## config.mk

```make
export PLATFORM = sky130hd
export DESIGN_NAME = card_slot_fetcher
export DESIGN_NICKNAME = d
export VERILOG_FILES = /design/src/rtl/card_slot_fetcher.sv
export SDC_FILE = /design/constraint.sdc
export NUM_CORES = 1
export LEC_CHECK = 0
export BUFFER_PORTS_ARGS = -buffer_cell sky130_fd_sc_hd__buf_4
export CAP_MARGIN = 10
export CORE_MARGIN = 5
export CORE_UTILIZATION = 61
export DETAILED_ROUTE_END_ITERATION = 10
export MAX_ROUTING_LAYER = met4
export PLACE_DENSITY_LB_ADDON = 0.2
export REMOVE_ABC_BUFFERS = 1
export SYNTH_ARGS = -nofsm -noshare
export SYNTH_HDL_FRONTEND = slang
export SYNTH_SLANG_ARGS = --single-unit
```

## constraint.sdc

```tcl
create_clock -name clk -period 2.1 [get_ports clk]
set_input_delay 0.42 -clock clk [delete_from_list [all_inputs] [get_ports clk]]
set_output_delay 0.42 -clock clk [all_outputs]
set_load 0.05 [all_outputs]
```

## src/rtl/card_slot_fetcher.sv

```systemverilog
// card_slot_fetcher: once per frame, reads ten card-slot words and the
// win/loss status word from data memory over a single-outstanding req/ack
// port into a working buffer, then commits them atomically into the
// display table that the renderer queries with a one-cycle lookup.
// Optional build macro: FETCH_TIMEOUT_EN adds a per-request ack timeout
// and the sticky timeout_flag; without it REQ waits indefinitely.
module card_slot_fetcher #(
`ifdef FETCH_TIMEOUT_EN
    parameter int unsigned TIMEOUT_CYCLES = 255,
`endif
    parameter int unsigned NUM_SLOTS   = 10,
    parameter int unsigned BASE_ADDR   = 16,
    parameter int unsigned STATUS_ADDR = 26,
    parameter int unsigned CARD_COUNT  = 14
) (
    input  logic        clk,
    input  logic        reset,
    input  logic        frame_start,
    output logic        mem_req,
    output logic [31:0] mem_addr,
    input  logic        mem_ack,
    input  logic [31:0] mem_rdata,
    input  logic [3:0]  slot_sel,
    output logic [31:0] card_index,
    output logic        slot_valid,
    output logic [1:0]  win_loss,
    output logic        busy,
    output logic [7:0]  overrun_count,
    output logic        timeout_flag
);

    typedef enum logic [1:0] {IDLE, REQ, COMMIT} state_t;

    localparam logic [3:0] LAST_PTR = 4'(NUM_SLOTS);

    state_t               state;
    logic [3:0]           ptr;
    logic [31:0]          work_index [NUM_SLOTS];
    logic [NUM_SLOTS-1:0] work_valid;
    logic [1:0]           work_status;
    logic [31:0]          disp_index [NUM_SLOTS];
    logic [NUM_SLOTS-1:0] disp_valid;

    logic [31:0] req_addr;
    logic        rdata_in_range;
    logic [1:0]  rdata_status;
    logic        timeout_hit;
    logic        take_word;

    // Address of the word at ptr, and classification of the returned data
    always_comb begin
        req_addr       = (ptr < LAST_PTR) ? (32'(BASE_ADDR) + 32'(ptr)) : 32'(STATUS_ADDR);
        rdata_in_range = (mem_rdata < 32'(CARD_COUNT));
        rdata_status   = (mem_rdata[1:0] == 2'b11) ? 2'b00 : mem_rdata[1:0];
        take_word      = mem_req && (mem_ack || timeout_hit);
    end

`ifdef FETCH_TIMEOUT_EN
    logic [31:0] wait_count;

    assign timeout_hit = mem_req && !mem_ack && (wait_count == TIMEOUT_CYCLES - 1);

    // Per-request ack wait counter and sticky timeout flag
    always_ff @(posedge clk or negedge reset) begin
        if (!reset) begin
            wait_count   <= '0;
            timeout_flag <= 1'b0;
        end else if (state == REQ && mem_req && !mem_ack) begin
            if (timeout_hit) begin
                wait_count   <= '0;
                timeout_flag <= 1'b1;
            end else begin
                wait_count <= wait_count + 32'd1;
            end
        end else begin
            wait_count <= '0;
        end
    end
`else
    assign timeout_hit  = 1'b0;
    assign timeout_flag = 1'b0;
`endif

    // Fetch sequencer: request each word, fill the working buffer, commit
    always_ff @(posedge clk or negedge reset) begin
        if (!reset) begin
            state         <= IDLE;
            ptr           <= '0;
            mem_req       <= 1'b0;
            mem_addr      <= '0;
            busy          <= 1'b0;
            overrun_count <= '0;
            work_valid    <= '0;
            work_status   <= 2'b00;
            disp_valid    <= '0;
            win_loss      <= 2'b00;
            for (int i = 0; i < int'(NUM_SLOTS); i++) begin
                work_index[i] <= '0;
                disp_index[i] <= '0;
            end
        end else begin
            if (frame_start && state != IDLE && overrun_count != 8'hFF)
                overrun_count <= overrun_count + 8'd1;
            case (state)
                IDLE: begin
                    if (frame_start) begin
                        state <= REQ;
                        ptr   <= '0;
                        busy  <= 1'b1;
                    end
                end
                REQ: begin
                    if (!mem_req) begin
                        mem_req  <= 1'b1;
                        mem_addr <= req_addr;
                    end else if (take_word) begin
                        mem_req <= 1'b0;
                        if (ptr < LAST_PTR) begin
                            work_index[ptr] <= (mem_ack && rdata_in_range) ? mem_rdata : 32'd0;
                            work_valid[ptr] <= mem_ack && rdata_in_range;
                        end else begin
                            work_status <= mem_ack ? rdata_status : 2'b00;
                        end
                        if (ptr == LAST_PTR)
                            state <= COMMIT;
                        else
                            ptr <= ptr + 4'd1;
                    end
                end
                COMMIT: begin
                    for (int i = 0; i < int'(NUM_SLOTS); i++)
                        disp_index[i] <= work_index[i];
                    disp_valid <= work_valid;
                    win_loss   <= work_status;
                    busy       <= 1'b0;
                    state      <= IDLE;
                end
                default: begin
                    state <= IDLE;
                end
            endcase
        end
    end

    // Registered renderer lookup: one cycle from slot_sel to card_index
    always_ff @(posedge clk or negedge reset) begin
        if (!reset) begin
            card_index <= '0;
            slot_valid <= 1'b0;
        end else if (slot_sel < LAST_PTR) begin
            card_index <= disp_index[slot_sel];
            slot_valid <= disp_valid[slot_sel];
        end else begin
            card_index <= '0;
            slot_valid <= 1'b0;
        end
    end

endmodule
```

* Word-level counts from Yosys, hierarchy flattened
Index checks and enable logic that the tools add are counted.
Widths: inputs -> output; s select.
** Operators by class
- Add/sub/neg operators :: 3
- Magnitude comparators :: 9
- Eq/ne operators :: 10
- Muxes and demuxes :: 31
- Bitwise logic cells :: 4
- Reduce and logical (&&, ||, !) cells :: 16
** Operators with widths (number)
- $bwmux 320 :: 1
- $mux 32 :: 5
- $bmux 32 s4 :: 1
- $demux 32 s4 :: 1
- $lt 32x4->1 const B :: 1
- $mux 4 :: 4
- $mux 2 :: 6
- $reduce_and 4->1 :: 3
- $bwmux 10 :: 1
- $ge 5x5->1 const B :: 2
- $lt 4x5->1 const B :: 2
- $ne 2x2->1 const B :: 5
- $not 4->5 :: 2
- $add 8x1->8 const B :: 1
- $lt 4x4->1 const B :: 2
- $ne 8x8->1 const B :: 1
- $pmux 4 s2 :: 1
- $add 5x4->6 const A :: 1
- $logic_and 1x1->1 :: 6
- $mux 1 :: 6
- $mux 6 :: 1
- $reduce_bool 2->1 :: 3
- $lt 5x1->1 const B :: 1
- $reduce_and 5->1 :: 1
- 12 further kinds :: 15
** Word-level totals
- Register bits after elaboration :: 745
- Input port bits :: 40
- Output and inout port bits :: 78
- Word-level logic and storage cells :: 105

* Depth between registers and ports, before layout
Gate-level depths: netlist of run 1.
- Word-level depth :: 6
- Depth in mapped cells :: 7
- Mapped depth without buffers :: 6

* Worst setup path after synthesis of run 1
OpenSTA, ideal clock, no wires.
- Path type :: register to register
- From :: register mem_req
- To :: register work_index[130] (netlist bit)
- Library setup time :: 0.121 ns
- Arrival time :: 1.721 ns
- Required time :: 1.979 ns
- Slack :: 0.258 ns
- Cell stages (with the launch flop) :: 6
- Buffers on the path :: 2
- Clock period less this slack :: 1.842 ns
- Path through :: dfrtp_1 -> and4b_4 -> buf_6 -> nand3_1 -> clkbuf_1 -> a22o_1
** On the way
- Cells in the longest elaborated chain, start to end :: 2
** RTL lines
- start, declared :: RTL line 19 : output logic mem_req,
- start signal, assigned :: RTL line 89 : mem_req <= 1'b0;
- start signal, assigned :: RTL line 114 : mem_req <= 1'b1;
- start signal, assigned :: RTL line 117 : mem_req <= 1'b0;
- $logic_and 1x1->1 :: RTL line 55 : take_word = mem_req && (mem_ack || timeout_hit);
- $reduce_and 4->1 (no source line) *
- end signal, assigned by index :: RTL line 119 : work_index[ptr] <= (mem_ack && rdata_in_range) ? mem_rdata : 32'd0;
- end, declared :: RTL line 38 : logic [31:0] work_index [NUM_SLOTS];
Mark *: on every way between the ends. The rest lies on a longest branch, timed or not.
A chain may end at the register's enable or synchronous reset.

* Final worst setup path of run 1
- From :: register ptr[3]
- To :: register work_index[34] (netlist bit)
** On the way
- Cells in the longest elaborated chain, start to end :: 6
- Elaborated cells on any way between the ends :: 9
- Those cells by class :: 3 x order compare; 3 x mux; 1 x bitwise; 2 x reduce/logical
** RTL lines
- start, declared :: RTL line 37 : logic [3:0] ptr;
- start signal, assigned :: RTL line 127 : ptr <= ptr + 4'd1;
- $not 4->5 :: RTL line 119
- $ge 5x5->1 (implied by the code) / $lt 5x1->1 (equally long branches) :: RTL line 119
- $logic_and 1x1->1 :: RTL line 119
- $mux 32 :: RTL line 119
- $demux 32 s4 :: RTL line 119
- $bwmux 320 :: RTL line 119
Parallel ways exist; a longest one is shown, timed or not.

==> results_dict.tcl, run 1 <==
set metrics [dict create \
    cts_buffer_depth 3 \
    fin_tns_setup_ns 0 \
    synthCells 1912 \
    synth_compound_area_share_pct 4.157 \
    cts_root_buffer "clkbuf_16" \
    grt-ovfl-total 0 \
    wl_per_cell_um 21.44 \
    cts-htree-levels 3 \
    rsz0062_at_grt "false" \
    cp_num_buf_inv 1 \
    post-route-period-util_pct 93.23 \
    routabilityCongestion 0.8389 \
    synth_ff_type "dfrtp_1" \
    timing.rr.start "ptr[3]" \
    layout_commonest_cell "dfrtp_1" \
    grt_usage_pct 24.42 \
    rr_endpoint "work_index[34]" \
    drc_errors 0 \
    cp.arrival_ns 2.49 \
    drive_above_1_share_pct 31.94 \
    drv_slew 0 \
    io_buffers 89 \
    relSlewSlack_pct 35.78 \
    synth-edff-count 0 \
    fp.dieW_um 224.8 \
    grt_max_degree 102 \
    clk_pin_slew_ns 0.06 \
    antenna_found_initial 1 \
    drt_iter0_markers 1236 \
    crit_end "work_index[34]" \
    dp_cells 2578 \
    first_global_vias 16887 \
    cp.depth 5 \
    crit_chain "nor3b_1, nand3_1, nor2_1, buf_4, a22o_1" \
    start_util_pct 61.88 \
    fin_crit_ns 1.958 \
    start_kind "flop" \
    totalWireLength_mm 58.05 \
    path_delay_family "simple AND/OR/NAND/NOR gates" \
    ys_types 54 \
    die-area_um2 50530 \
    yosys_warnings 0 \
    setup-violations-final 0 \
    synth_xor_area_share_pct 0.2179 \
    hpwl_mm 34.11 \
    hold_viol_final 0 \
    netlist_area_um2 28140 \
    r2r_cells 5 \
    required_ns 2.63 \
    synth-adder-area-share_pct 0.2223 \
    final_cell_mix "dfrtp_1, mux2_2, and2_1, buf_4, mux2i_1" \
    ir_drop_uv 749.7 \
    worst_slew_pin_slew_ns 0.9613 \
    slowest_stage "dfrtp_1" \
    cap_violations 0 \
    clock_latency_ns 0.60 \
    dr.pass1.iters 5 \
    ys_seq_area_share_pct 63.85 \
    clock_sinks 718 \
    crit_fanout 8 \
    startpoint "ptr[3]" \
    cts_made_buffers 72 \
    ant_nets 0 \
    synth_top_family_by_area "multiplexers" \
    area_growth_pct 14.97 \
    clock_skew_ns 0.02064 \
    yosys.area_share.simple_pct 8.995 \
    finalNonFillerCells 2708 \
    slowest_delay_ns 0.48 \
    fmax_mhz 510.8 \
    path_class "reg -> reg" \
    die_h_um 224.8 \
    vias 15605 \
    syn_avg_cell_area_um2 14.72 \
    design.final.nets 2098 \
    status "finished clean" \
    p_leak_uw 0.01639 \
    ys_ff_latch 718 \
    viasPerCell 5.763 \
    power_density_nw_per_um2 924.5 \
    grt_pass1_wl_mm 95.18 \
    cts_tree "done" \
    async_reset_ff_share_pct 100.0 \
    hp-class "in -> reg" \
    synthMuxAreaShare_pct 19.55 \
    rows 78 \
    r2r_slack_ns 0.14 \
    coreArea_um2 45480 \
    endpoint_kind "flop" \
    io_pins 118 \
]
## registers in the layout (all words and copies together), names as in the netlist, 4 cells and up
register       flops
ptr                4
work_index       320
work_valid        10
card_index        32
mem_addr           5
disp_valid        10
disp_index       320
overrun_count      8
## cell type report
type	instances	area, µm²
clock buffers	108	2223
inverters	4	15.01
multi-input cells	1080	9450
clock inverters	20	260.3
diodes	1	2.502
flip-flops and latches	718	17970
fillers	2952	13130
well taps	600	750.7
repair buffers	177	1683
## where the power goes
group / internal (µW) / switching [µW] / total [µW]
sequential: 14000 / 207 / 14200
clock: 8050 / 5210 / 13300
combinational: 716 / 1720 / 2440
## metal layers
layer  track usage [%]  share of wire [%]  routed length, µm  vias to the layer above
li1                  -                  -                  -                     6901
met2             38.02                 49              28380                      307
met5                 -                  0                  0                        -
met3             3.628                4.0               2317                       80
met4             6.148                1.6                930                        0
met1             34.67                 46              26420                     8317
## cells in the mapped netlist (all sizes together), types with 2 or more instances
cell / instances / area (µm²)
a21o: 2 / 15.01
a21oi: 4 / 20.02
a22o: 47 / 411.6
a22oi: 55 / 412.9
a32o: 3 / 30.03
and2: 281 / 1758
and4b: 2 / 23.77
buf: 88 / 641.9
clkbuf: 49 / 187.7
dfrtp: 718 / 17970
ha: 5 / 62.56
inv: 4 / 15.01
mux2: 336 / 3784
mux2i: 122 / 1221
mux4: 22 / 495.5
nand2: 46 / 175.2
nand2b: 3 / 18.77
nand3: 16 / 80.08
nand4: 2 / 27.53
nor2: 18 / 67.56
nor2b: 7 / 43.79
nor3: 11 / 115.1
nor3b: 3 / 33.78
nor4: 8 / 131.4
o21ai: 15 / 75.07
o22ai: 22 / 137.6
o31ai: 3 / 22.52
or3: 2 / 12.51
xnor2: 3 / 26.28
xor2: 4 / 35.03
## kinds of logic (layout without fill, tap and decap cells)
group                      Yosys count  count (layout)
AOI/OAI and AO/OA                  156             156
xor gates and xnor gates             7               7
adders and majority gates            5               5
buffers and inverters              141             309
DFF                                718             718
muxes                              480             480
other                                1              29
and+or+nand+nor                    404             404
## how the worst min path moves through the flow
stage                            start              end  slack, ns  cells after the start
final                     mem_rdata[1]   work_status[0]       0.07                      2
after global routing      mem_rdata[1]   work_status[0]       0.06                      2
after CTS                 mem_rdata[1]   work_status[0]       0.04                      2
after detailed placement         reset  work_index[287]       0.37                      1
after global placement           reset   work_index[29]       0.37                      1
after floorplan                  reset             busy       0.12                      0
## metrics by stage
stage               setup WS, ns  power, µW  area (µm²)  hold WS [ns]  util, %
floorplan                 -14.72      15660       27410        0.1244        -
global placement          0.1960      16870       29860        0.3670    65.65
detailed placement        0.1561      16910       29860        0.3716    65.65
CTS                       0.2108      30150       32350       0.04072    71.13
global route             0.02228      30970       32350       0.05884    71.13
finish                    0.1423      29910       32350       0.06600    71.14
## what timing repair did
| item | CTS | global route |
|---|---|---|
| hold buffers | 1 | 0 |
| resized for setup | 0 | 0 |
| hold endpoints to repair | 21 | 0 |
| setup buffers | 0 | 0 |
(Power assumes the default switching activity.)
==> run 2: changes to the inputs <==
SETUP_SLACK_MARGIN = 0.3   (was unset)
==> results_dict.tcl, run 2 (synthesis results as in run 1) <==
set metrics [dict create \
    timing.rr.start "state[1]" \
    r2r_cells 4 \
    die_h_um 224.8 \
    relSlewSlack_pct 36.45 \
    cap_violations 0 \
    crit_chain "buf_4, nor2b_4, clkbuf_16, mux2_2" \
    cts_buffer_depth 3 \
    hold_viol_final 0 \
    dp_cells 2578 \
    cts_tree "done" \
    crit_fanout 90 \
    ant_nets 0 \
    reg_top3 "disp_index: 320 flops, work_index: 320 flops, card_index: 32 flops" \
    worst_slew_pin_slew_ns 0.9513 \
    routabilityCongestion 0.8389 \
    fp.dieW_um 224.8 \
    slowest_stage "mux2_2" \
    path_class "reg -> reg" \
    start_util_pct 61.88 \
    area_growth_pct 15.74 \
    wl_per_cell_um 21.73 \
    clock_sinks 718 \
    cp.arrival_ns 2.26 \
    die-area_um2 50530 \
    grt-ovfl-total 0 \
    post-route-period-util_pct 85.57 \
    clock_latency_ns 0.60 \
    status "finished clean" \
    final_area_um2 32570 \
    antenna_found_initial 1 \
    first_global_vias 16901 \
    dr.pass1.iters 5 \
    cts_root_buffer "clkbuf_16" \
    clk_pin_slew_ns 0.06 \
    whs_ns 0.06663 \
    viasPerCell 5.774 \
    start_kind "flop" \
    vias 15682 \
    clock_skew_ns 0.02256 \
    io_pins 118 \
    cts_made_buffers 72 \
    drc_errors 0 \
    dpl_cell_area_um2 29860 \
    place_ws_ns 0.1561 \
    power_density_nw_per_um2 920.5 \
    io_buffers 89 \
    drt_iter0_markers 1318 \
    ir_drop_uv 727.7 \
    startpoint "state[1]" \
    rows 78 \
    fin_ws_ns 0.3031 \
    drv_slew 0 \
    hp-class "in -> reg" \
    grt_usage_pct 24.44 \
    design.final.nets 2105 \
    crit_end "disp_index[5]" \
    totalWireLength_mm 59.02 \
    rr_endpoint "disp_index[5]" \
    required_ns 2.56 \
    rsz0062_at_grt "true" \
    coreArea_um2 45480 \
    p_leak_uw 0.01647 \
    endpoint_kind "flop" \
    drive_above_1_share_pct 32.69 \
    cts-htree-levels 3 \
    r2r_slack_ns 0.30 \
    setup-violations-final 0 \
    grt_pass1_wl_mm 95.23 \
    hpwl_mm 34.11 \
    final_cell_mix "dfrtp_1, mux2_2, and2_1, buf_4, mux2i_1" \
    fmax_mhz 556.5 \
    fin_crit_ns 1.797 \
    finalNonFillerCells 2716 \
    slowest_delay_ns 0.39 \
    layout_commonest_cell "dfrtp_1" \
    grt_max_degree 102 \
]
[run 2: changes by cell type in the layout (fill, tap and decap cells not counted), sizes merged]
cell    previous run  this run
diode              1         2
clkbuf           109       114
buf              175       177
[run 2: metal layers]
metal / GRT usage (%) / up-vias / routed length [µm] / share of wire (%)
li1: - / 6917 / - / -
met1: 34.69 / 8384 / 26610 / 45
met2: 38.05 / 307 / 29180 / 49
met3: 3.628 / 74 / 2370 / 4.0
met4: 6.128 / 0 / 867 / 1.5
met5: - / - / 0 / 0
[run 2: worst min path at each step]
stage	from	cells past startpoint	to
2_1_floorplan	reset	0	busy
3_3_place_gp	reset	1	work_index[29]
3_5_place_dp	reset	1	work_index[287]
4_1_cts	mem_rdata[1]	2	work_status[0]
5_1_grt	mem_rdata[1]	2	work_status[0]
6_report	mem_rdata[1]	2	work_status[0]
[run 2: worst max-delay path: cells and delay by family (launching register included)]
kind	cells	cell delay, ns
muxes	1	0.39
DFF	1	0.37
and+or+nand+nor	1	0.22
buffers and inverters	2	0.56
[run 2: cell type report]
type / count / area (µm²)
antenna: 2 / 5.005
clock buffer: 108 / 2223
clock inverter: 20 / 260.3
fill: 2930 / 12910
inverter: 4 / 15.01
multi-input combinational: 1080 / 9498
sequential: 718 / 17970
tap: 600 / 750.7
timing repair buffer: 184 / 1848
[run 2: report_power, final]
group	switching, µW	total, µW	internal (µW)
registers	212	14200	14000
clock network	5220	13300	8050
logic	1750	2490	744
[run 2: metrics by stage]
step           total power, µW  util (%)  TNS (ns)
6_report                 29980     71.62         0
5_1_grt                  31040     71.60         0
4_1_cts                  30160     71.18         0
3_5_place_dp             16910     65.65         0
3_3_place_gp             16870     65.65         0
2_1_floorplan            15660         -  -4903.95
[run 2: repair_timing]
item	4_1_cts	5_1_grt
endpoints found under the hold margin	21	0
cloned	0	4
gates resized for setup	4	17
endpoints found under the setup margin	52	409
hold buffers	1	0
pin swaps	1	1
setup buffers	1	2
